**src/rtl/prog_alu_sequencer.sv**
```systemverilog
// prog_alu_sequencer: a loadable program memory stepped by a fetch/execute/writeback
// FSM. Each instruction drives a WIDTH-bit ALU that feeds an accumulator and
// {N,C,Z} flags. The FSM also handles jumps, halt, illegal-opcode detection and
// a step watchdog.
module prog_alu_sequencer #(
  parameter int WIDTH     = 8,
  parameter int DEPTH     = 16,
  parameter int MAX_STEPS = 255
) (
  input  logic                       fast_clk,
  input  logic                       rst,
  input  logic                       prog_we,
  input  logic [$clog2(DEPTH)-1:0]   prog_addr,
  input  logic [5+2*WIDTH-1:0]       prog_data,
  input  logic                       start,
  output logic                       busy,
  output logic                       done,
  output logic [1:0]                 err,
  output logic [$clog2(DEPTH)-1:0]   pc,
  output logic [WIDTH-1:0]           in_a,
  output logic [WIDTH-1:0]           in_b,
  output logic [4:0]                 opcode,
  output logic [WIDTH-1:0]           res,
  output logic [2:0]                 flags,
  output logic [7:0]                 steps,
  output logic                       led
);
  localparam int AW = $clog2(DEPTH);
  localparam int IW = 5 + 2*WIDTH;
  localparam logic [31:0] MAX_STEPS_U = MAX_STEPS;

  localparam logic [4:0] OP_NOP  = 5'd0;
  localparam logic [4:0] OP_ADD  = 5'd1;
  localparam logic [4:0] OP_SUB  = 5'd2;
  localparam logic [4:0] OP_AND  = 5'd3;
  localparam logic [4:0] OP_OR   = 5'd4;
  localparam logic [4:0] OP_XOR  = 5'd5;
  localparam logic [4:0] OP_NOT  = 5'd6;
  localparam logic [4:0] OP_SHL  = 5'd7;
  localparam logic [4:0] OP_SHR  = 5'd8;
  localparam logic [4:0] OP_CMP  = 5'd9;
  localparam logic [4:0] OP_ACC  = 5'd10;
  localparam logic [4:0] OP_JZ   = 5'd11;
  localparam logic [4:0] OP_JNZ  = 5'd12;
  localparam logic [4:0] OP_JMP  = 5'd13;
  localparam logic [4:0] OP_HALT = 5'd31;

  typedef enum logic [2:0] {S_IDLE, S_FETCH, S_EXEC, S_WB, S_HALT} state_t;

  state_t            state_q, state_d;
  logic [AW-1:0]     pc_q, pc_d;
  logic [WIDTH-1:0]  in_a_q, in_a_d, in_b_q, in_b_d;
  logic [4:0]        opcode_q, opcode_d;
  logic [WIDTH-1:0]  res_q, res_d;
  logic [2:0]        flags_q, flags_d;
  logic [7:0]        steps_q, steps_d;
  logic [1:0]        err_q, err_d;
  logic              done_q, done_d;
  logic              led_q, led_d;
  logic [WIDTH-1:0]  alu_res_q, alu_res_d;
  logic              alu_c_q, alu_c_d;

  logic [IW-1:0]     mem [DEPTH];
  logic [IW-1:0]     instr;
  logic [WIDTH-1:0]  alu_r;
  logic              alu_c;
  logic [WIDTH:0]    wide;
  logic [7:0]        steps_inc;
  logic              legal;
  logic              taken;

  assign instr = mem[pc_q];
  assign busy  = (state_q == S_FETCH) || (state_q == S_EXEC) || (state_q == S_WB);
  assign legal = (opcode_q <= OP_JMP) || (opcode_q == OP_HALT);

  // Program memory: written only while the sequencer is parked; never reset.
  always_ff @(posedge fast_clk) begin
    if (prog_we && !busy) mem[prog_addr] <= prog_data;
  end

  // ALU: result and carry/borrow for the currently latched instruction.
  always_comb begin
    alu_r = '0;
    alu_c = 1'b0;
    wide  = '0;
    case (opcode_q)
      OP_ADD: begin
        wide  = {1'b0, in_a_q} + {1'b0, in_b_q};
        alu_r = wide[WIDTH-1:0];
        alu_c = wide[WIDTH];
      end
      OP_SUB, OP_CMP: begin
        wide  = {1'b0, in_a_q} - {1'b0, in_b_q};
        alu_r = wide[WIDTH-1:0];
        alu_c = wide[WIDTH];
      end
      OP_AND: alu_r = in_a_q & in_b_q;
      OP_OR:  alu_r = in_a_q | in_b_q;
      OP_XOR: alu_r = in_a_q ^ in_b_q;
      OP_NOT: alu_r = ~in_a_q;
      OP_SHL: begin
        // Extra top bit catches the last bit shifted out.
        wide  = {1'b0, in_a_q} << in_b_q[2:0];
        alu_r = wide[WIDTH-1:0];
        alu_c = wide[WIDTH];
      end
      OP_SHR: begin
        // Extra bottom bit catches the last bit shifted out.
        wide  = {in_a_q, 1'b0} >> in_b_q[2:0];
        alu_r = wide[WIDTH:1];
        alu_c = wide[0];
      end
      OP_ACC: begin
        wide  = {1'b0, res_q} + {1'b0, in_a_q};
        alu_r = wide[WIDTH-1:0];
        alu_c = wide[WIDTH];
      end
      default: begin
        alu_r = '0;
        alu_c = 1'b0;
      end
    endcase
  end

  // Sequencer next-state: fetch, execute, writeback, halt and watchdog.
  always_comb begin
    state_d   = state_q;
    pc_d      = pc_q;
    in_a_d    = in_a_q;
    in_b_d    = in_b_q;
    opcode_d  = opcode_q;
    res_d     = res_q;
    flags_d   = flags_q;
    steps_d   = steps_q;
    err_d     = err_q;
    alu_res_d = alu_res_q;
    alu_c_d   = alu_c_q;
    steps_inc = (steps_q == 8'hFF) ? steps_q : steps_q + 8'd1;
    taken     = (opcode_q == OP_JMP) ||
                ((opcode_q == OP_JZ)  &&  flags_q[0]) ||
                ((opcode_q == OP_JNZ) && !flags_q[0]);
    case (state_q)
      S_IDLE, S_HALT: begin
        if (start) begin
          state_d = S_FETCH;
          pc_d    = '0;
          res_d   = '0;
          flags_d = '0;
          steps_d = '0;
          err_d   = 2'd0;
        end
      end
      S_FETCH: begin
        opcode_d = instr[IW-1 -: 5];
        in_a_d   = instr[2*WIDTH-1 -: WIDTH];
        in_b_d   = instr[WIDTH-1:0];
        state_d  = S_EXEC;
      end
      S_EXEC: begin
        if (legal) begin
          alu_res_d = alu_r;
          alu_c_d   = alu_c;
          state_d   = S_WB;
        end else begin
          err_d   = 2'd1;
          state_d = S_HALT;
        end
      end
      S_WB: begin
        steps_d = steps_inc;
        if (((opcode_q >= OP_ADD) && (opcode_q <= OP_SHR)) || (opcode_q == OP_ACC)) begin
          res_d = alu_res_q;
        end
        if (((opcode_q >= OP_ADD) && (opcode_q <= OP_ACC))) begin
          flags_d = {alu_res_q[WIDTH-1], alu_c_q, (alu_res_q == '0)};
        end
        if (opcode_q == OP_HALT) begin
          state_d = S_HALT;
        end else begin
          pc_d = taken ? in_a_q[AW-1:0] : pc_q + AW'(1);
          if ({24'd0, steps_inc} >= MAX_STEPS_U) begin
            err_d   = 2'd2;
            state_d = S_HALT;
          end else begin
            state_d = S_FETCH;
          end
        end
      end
      default: state_d = S_IDLE;
    endcase
    done_d = (state_d == S_HALT) && (state_q != S_HALT);
    led_d  = led_q ^ done_d;
  end

  // State and datapath registers; reset aborts a run with no done pulse.
  always_ff @(posedge fast_clk or posedge rst) begin
    if (rst) begin
      state_q   <= S_IDLE;
      pc_q      <= '0;
      in_a_q    <= '0;
      in_b_q    <= '0;
      opcode_q  <= '0;
      res_q     <= '0;
      flags_q   <= '0;
      steps_q   <= '0;
      err_q     <= 2'd0;
      done_q    <= 1'b0;
      led_q     <= 1'b0;
      alu_res_q <= '0;
      alu_c_q   <= 1'b0;
    end else begin
      state_q   <= state_d;
      pc_q      <= pc_d;
      in_a_q    <= in_a_d;
      in_b_q    <= in_b_d;
      opcode_q  <= opcode_d;
      res_q     <= res_d;
      flags_q   <= flags_d;
      steps_q   <= steps_d;
      err_q     <= err_d;
      done_q    <= done_d;
      led_q     <= led_d;
      alu_res_q <= alu_res_d;
      alu_c_q   <= alu_c_d;
    end
  end

  assign done   = done_q;
  assign err    = err_q;
  assign pc     = pc_q;
  assign in_a   = in_a_q;
  assign in_b   = in_b_q;
  assign opcode = opcode_q;
  assign res    = res_q;
  assign flags  = flags_q;
  assign steps  = steps_q;
  assign led    = led_q;
endmodule

```
**config.mk**
```make
export PLATFORM = sky130hd
export DESIGN_NAME = prog_alu_sequencer
export DESIGN_NICKNAME = d
export VERILOG_FILES = /design/src/rtl/prog_alu_sequencer.sv
export SDC_FILE = /design/constraint.sdc
export NUM_CORES = 1
export LEC_CHECK = 0
export ABC_AREA = 1
export BUFFER_PORTS_ARGS = -buffer_cell sky130_fd_sc_hd__buf_4
export CAP_MARGIN = 10
export CORE_MARGIN = 10
export CORE_UTILIZATION = 51
export CTS_BUF_LIST = sky130_fd_sc_hd__clkbuf_16
export DETAILED_ROUTE_END_ITERATION = 7
export HOLD_SLACK_MARGIN = 0.06
export PLACE_DENSITY = 0.68
export SYNTH_ARGS = -nofsm -noshare
export SYNTH_HDL_FRONTEND = slang
export SYNTH_SLANG_ARGS = --single-unit
export TNS_END_PERCENT = 30
```
**constraint.sdc**
```tcl
create_clock -name fast_clk -period 3.6 [get_ports fast_clk]
set_input_delay 0.36 -clock fast_clk [delete_from_list [all_inputs] [get_ports fast_clk]]
set_output_delay 0.36 -clock fast_clk [all_outputs]
set_load 0.01 [all_outputs]
```
# [Word-level counts from Yosys, hierarchy flattened]
# Memory sizes are Yosys's and may differ from the RTL's. A register that Yosys moved wholly into a read port is not among the register bits.
# Index checks and enable logic that the tools add are counted.
[op_classes] add_sub_neg=5 magnitude_cmp=5 eq_ne=27 shift=2 mux=26 n_bitwise=5 n_reduce_logical=26
[ops] op="one-hot mux 8 bit (9 select lines)" n=1
[ops] op="one-hot mux 8 bit (2 select lines)" n=2
[ops] op="equality test 5 x 4 -> 1 bit, second input constant" n=6
[ops] op="2-to-1 mux 8 bit" n=3
[ops] op="equality test 5 x 3 -> 1 bit, second input constant" n=4
[ops] op="adder 8 x 8 -> 9 bit" n=2
[ops] op="2-to-1 mux 3 bit" n=6
[ops] op="less-or-equal comparator 5 x 4 -> 1 bit, second input constant" n=3
[ops] op="2-to-1 mux 4 bit" n=3
[ops] op="one-hot mux 3 bit (4 select lines)" n=1
[ops] op="equality test 5 x 2 -> 1 bit, second input constant" n=2
[ops] op="AND reduction 3 bit" n=3
[ops] op="<< shifter 8 x 3 -> 9 bit" n=1
[ops] op="right shift 9 x 3 -> 9 bit" n=1
[ops] op="subtractor 8 x 8 -> 9 bit" n=1
[ops] op="adder 8 x 1 -> 8 bit, second input constant" n=1
[ops] op="bitwise AND 8 bit" n=1
[ops] op="equality test 8 bit, second input constant" n=1
[ops] op=">= comparator 8 bit, second input constant" n=1
[ops] op="logical NOT 8 bit" n=1
[ops] op="2-to-1 mux 2 bit" n=4
[ops] op="inverter 8 bit" n=1
[ops] op="bitwise OR 8 bit" n=1
[ops] op="one-hot mux 4 bit (2 select lines)" n=1
[ops] op="25 further kinds" n=45
[word_totals] reg_bits=39 mem_bits_rw=336 n_memories=1
[memory_table] name="mem" words=16 word_bits=21 read_ports=1 rd_ports_with_merged_regs=1 write_ports=1 line_no="63" source="logic [IW-1:0] mem [DEPTH];"

# [Depth between registers and ports, before layout]
[logic_depth] word_depth=9 mapped_depth=14 depth_no_buf=14

# [Least setup slack after synthesis]
# No wires, ideal clock.
[synth_path] path_kind="reg-to-reg" start="register state_q[1]" end="memory mem[12][0] (netlist bit), enable pin" setup_ps=399 t_arrival_ps=1944 t_required_ps=3201 path_slack_ps=1258 stages_incl_launch_ff=6 n_path_buf=0 cell_sequence="dfrtp_1 nor2_1 nor2_1 nor2_1 nand3_1 nor2_1"
[synth_via] elab_chain_len=7
[synth_lines] item="from (decl)" line_no="50" source="state_t state_q, state_d;"
[synth_lines] item="from (signal assigned)" line_no="212" source="state_q <= state_d;"
[synth_lines] item="equality test 3 x 1 -> 1 bit / equality test 3 x 2 -> 1 bit (equally long branches)" line_no="73" source="assign busy = (state_q == S_FETCH) || (state_q == S_EXEC) || (state_q == S_WB);"
[synth_lines] item="logical OR 1 bit" line_no="73"
[synth_lines] item="logical OR 1 bit *" line_no="73"
[synth_lines] item="via busy" line_no="16" source="output logic busy,"
[synth_lines] item="logical NOT 1 bit *" line_no="78" source="if (prog_we && !busy) mem[prog_addr] <= prog_data;"
[synth_lines] item="logical AND 1 bit *" line_no="78"
[synth_lines] item="2-to-1 mux 1 bit *" line_no="78"
[synth_lines] item="2-to-1 mux 1 bit (not written as such) *" line_no="78"
[synth_lines] item="to (decl)" line_no="63"
# Mark *: on every way through the listed nets, which the timed path passes. The rest lies on a longest branch.

# [Final worst setup path]
[layout_path] start="register state_q[1]" end="memory mem[5][14] (netlist bit), enable pin"
[layout_via] elab_chain_len=7
[layout_lines] item="equality test 3 x 1 -> 1 bit / equality test 3 x 2 -> 1 bit (equally long branches)" line_no="73"
[layout_lines] item="logical OR 1 bit" line_no="73"
[layout_lines] item="logical OR 1 bit *" line_no="73"
[layout_lines] item="logical NOT 1 bit *" line_no="78"
[layout_lines] item="logical AND 1 bit *" line_no="78"
[layout_lines] item="2-to-1 mux 1 bit *" line_no="78"
[layout_lines] item="2-to-1 mux 1 bit (not written as such) *" line_no="78"
# Mark *: on every way between the ends. The rest lies on a longest branch, timed or not.

==> results.py <==
metrics = {
    "synth": {
        "yosys.area_share.adder_pct": 2.763,
        "synth_top_area_share_pct": 55.98,
        "synthCells": 1690,
        "ys_top_cells_by_area": "edfxtp_1 56%, dfrtp_1 8.3%, o21ai_0 6.4%, nor2_1 5.7%, nand2_1 5.0%",
        "async_flop_share_pct": 15.15,
        "yosys.area_share.xor_xnor_pct": 0.1458,
        "synth_compound_area_share_pct": 13.23,
        "synth_top_family_by_area": "simple AND/OR/NAND/NOR gates",
        "syn_area_sq_mm": 0.01802,
        "synth_warnings": 0,
        "synth.most_common_cell": "edfxtp_1",
        "ys.flop_type": "edfxtp_1",
        "synth_cell_type_count": 48,
        "synth-seq-cells": 396,
        "syn_avg_cell_area_sq_um": 10.67,
        "yosys.area.top_type": "edfxtp_1",
        "synthMuxAreaShare_pct": 0,
        "netlist_top_cells_count": "336 x edfxtp_1, 276 x nor2_1, 239 x nand2_1",
        "synthesis.nets": 1757,
        "ys_seq_area_share_pct": 64.31,
        "synth_edf_count": 336,
        "post_synth_and_or_nand_nor_area_fraction_pct": 15.33,
    },
    "worst_setup_path": {
        "path_max_fanout": 14,
        "crit_type": "reg2reg",
        "arrival_ns": 2.86,
        "cp.required_ns": 3.83,
        "cp-start-kind": "flip-flop",
        "endpoint_kind": "flip-flop",
    },
    "run_status": {
        "status": "completed",
    },
    "clock_tree": {
        "cts.reportedPaths.clkPinSlew_ns": 0.06,
        "postCtsSetupBuffers": 0,
        "clockBufferDepth": 3,
        "cts_buffers": 42,
        "cts_max_level": 2,
        "clock_sinks": 396,
        "insertion_delay_ns": 0.57,
        "clock-root-buffer": "clkbuf_16",
        "cts_tree": "built",
    },
    "layout": {
        "utilization_pct": 59.17,
        "drive_gt1_share_pct": 12.93,
        "regArea_sq_mm": 0.01160,
        "finalNetCount": 1837,
        "fin_area_sq_mm": 0.02054,
        "multi_input_area_sq_mm": 0.005717,
        "n_antenna_cell": 0,
        "syn_to_final_growth_pct": 13.96,
        "n_fill_cell": 2857,
    },
    "sta": {
        "relSlewSlack_pct": 36.49,
        "worstMarginPinSlew_ns": 0.9526,
        "clock_skew_ns": 0.03901,
        "period_needed_ns": 2.630,
        "setup_viol": 0,
        "rsz0062_at_grt": "no",
        "fin_crit_sh_pct": 73.04,
        "final.setup.tns_ns": 0,
        "final_max_slew_viol_count": 0,
        "fmax_ghz": 0.3803,
        "hold_viol": 0,
    },
    "power_and_ir_drop": {
        "leakagePower_nw": 7.713,
        "vdd_drop_max_v": 0.0004464,
        "powerDensity_mw_per_mm2": 780.0,
        "power.total_mw": 16.02,
    },
    "drt": {
        "drtIter0Drc": 1349,
        "wl_microns": 51720,
        "wl_per_cell_microns": 22.91,
        "drc": 0,
        "vias_per_cell": 5.950,
        "drt_pre_antenna_iters": 6,
        "vias": 13430,
        "ant_nets": 0,
    },
    "hold_path": {
        "hp-class": "in2reg",
    },
    "global_routing": {
        "grt_pass1_vias": 13020,
        "antenna_found_initial": 1,
        "grt_pass1_wl_microns": 78560,
        "overflow": 0,
        "grt_max_degree": 180,
        "grt_usage_pct": 22.98,
    },
    "floorplanning": {
        "fp-row-count": 68,
        "die_x_microns": 208.0,
        "start_util_pct": 51.92,
        "die_h_microns": 208.0,
        "core-area_sq_mm": 0.03471,
        "io_pins": 78,
        "die_area_sq_mm": 0.04326,
    },
    "place": {
        "hpwl_microns": 34560,
        "gp_congestion": 1.003,
        "io_buffers": 77,
        "place_area_sq_mm": 0.01918,
    },
    "flow_run": {
        "max_cap_violations": 0,
    },
}
==> cell families after synthesis <==
logic type	after synthesis
AO/OA/AOI/OAI	413
XOR/XNOR	3
adder cells (fa/ha/maj)	38
buffers and inverters	181
flip-flops	396
AND/OR/NAND/NOR	659
==> layout by cell type (no fill, tap or decap), types with 3 or more instances in the layout <==
cell	n
edfxtp_1	336
nor2_1	260
nand2_1	239
o21ai_0	231
buf_4	117
inv_1	92
nand3_1	89
dfrtp_1	57
a21oi_1	51
clkbuf_16	42
o221ai_1	40
o22ai_1	38
ha_1	35
nor2_2	24
nand4_1	21
a31oi_1	17
clkinv_1	14
inv_2	9
o21ai_1	9
o211ai_1	7
or2_2	7
o21a_1	6
nor2_4	4
nand3b_1	4
clkinv_2	4
a22o_1	3
fa_1	3
bufinv_16	3
buf_12	3
==> worst max-delay path, stage by stage, from the launching register on <==
cell     delay (ns)
dfrtp_1        0.41
nor2_1         0.22
nor2_1         0.09
nor2_1         0.43
nand3_1        0.33
nor2_2         0.49
buf_4          0.33
==> cell type report <==
type,instances,share of cell area (%)
flip-flops and latches,396,56.46
multi-input cells,1113,27.83
clock buffers,42,5.117
repair buffers,122,4.666
well taps,455,2.772
inverters,95,1.748
clock inverters,34,1.407
==> repair_timing <==
action	in CTS	in global routing
gates resized for setup	0	0
hold buffers	2	0
endpoints found under the hold margin	28	0
==> path summary, 6_finish.rpt <==
path | start | to | slack, ns | cells past startpoint
max | state_q[1]$_DFF_PP0_ | mem[5][14]$_DFFE_PP_ | 0.97 | 6
min | prog_data[16] | mem[11][16]$_DFFE_PP_ | 0.13 | 1
max reg2reg | state_q[1]$_DFF_PP0_ | mem[5][14]$_DFFE_PP_ | 0.97 | 6
min reg2reg | flags[1]$_DFFE_PP0P_ | flags[1]$_DFFE_PP0P_ | 0.49 | 2
max in group asynchronous | rst | alu_res_q[5]$_DFFE_PP0P_ | 2.26 | 4
min in group asynchronous | rst | opcode[3]$_DFFE_PP0P_ | 0.43 | 3
==> through the flow <==
step | std cells | worst slack (ns) | hold slack (ns)
2_1_floorplan | 1690 | 1.258 | 0.4492
3_3_place_gp | 2179 | 1.061 | 0.4750
3_5_place_dp | 2179 | 1.021 | 0.4797
4_1_cts | 2257 | 0.9981 | 0.1097
5_1_grt | 2257 | 0.7725 | 0.1277
6_report | 2257 | 0.9705 | 0.1278
==> per-layer routing <==
layer / global-route usage, % / up-vias / wire length [microns]
met4: 8.917 / 2 / 1783
met3: 3.594 / 101 / 4023
met1: 30.17 / 6527 / 21290
met2: 37.62 / 602 / 24610
met5: 0 / - / 13
li1: - / 6198 / -
==> sequential cells by signal, indices dropped and copies added, names as in the netlist <==
| name | flops |
|---|---|
| alu_c_q | 1 |
| alu_res_q | 8 |
| done | 1 |
| err | 2 |
| flags | 3 |
| in_a | 8 |
| in_b | 8 |
| led | 1 |
| mem | 336 |
| opcode | 5 |
| pc | 4 |
| res | 8 |
| state_q | 3 |
| steps | 8 |
==> where the power goes <==
group / total [mW] / switching (mW) / internal (mW)
registers: 5.71 / 0.390 / 5.32
clock network: 4.14 / 1.78 / 2.36
logic: 6.17 / 4.26 / 1.91
(Power assumes the default switching activity.)
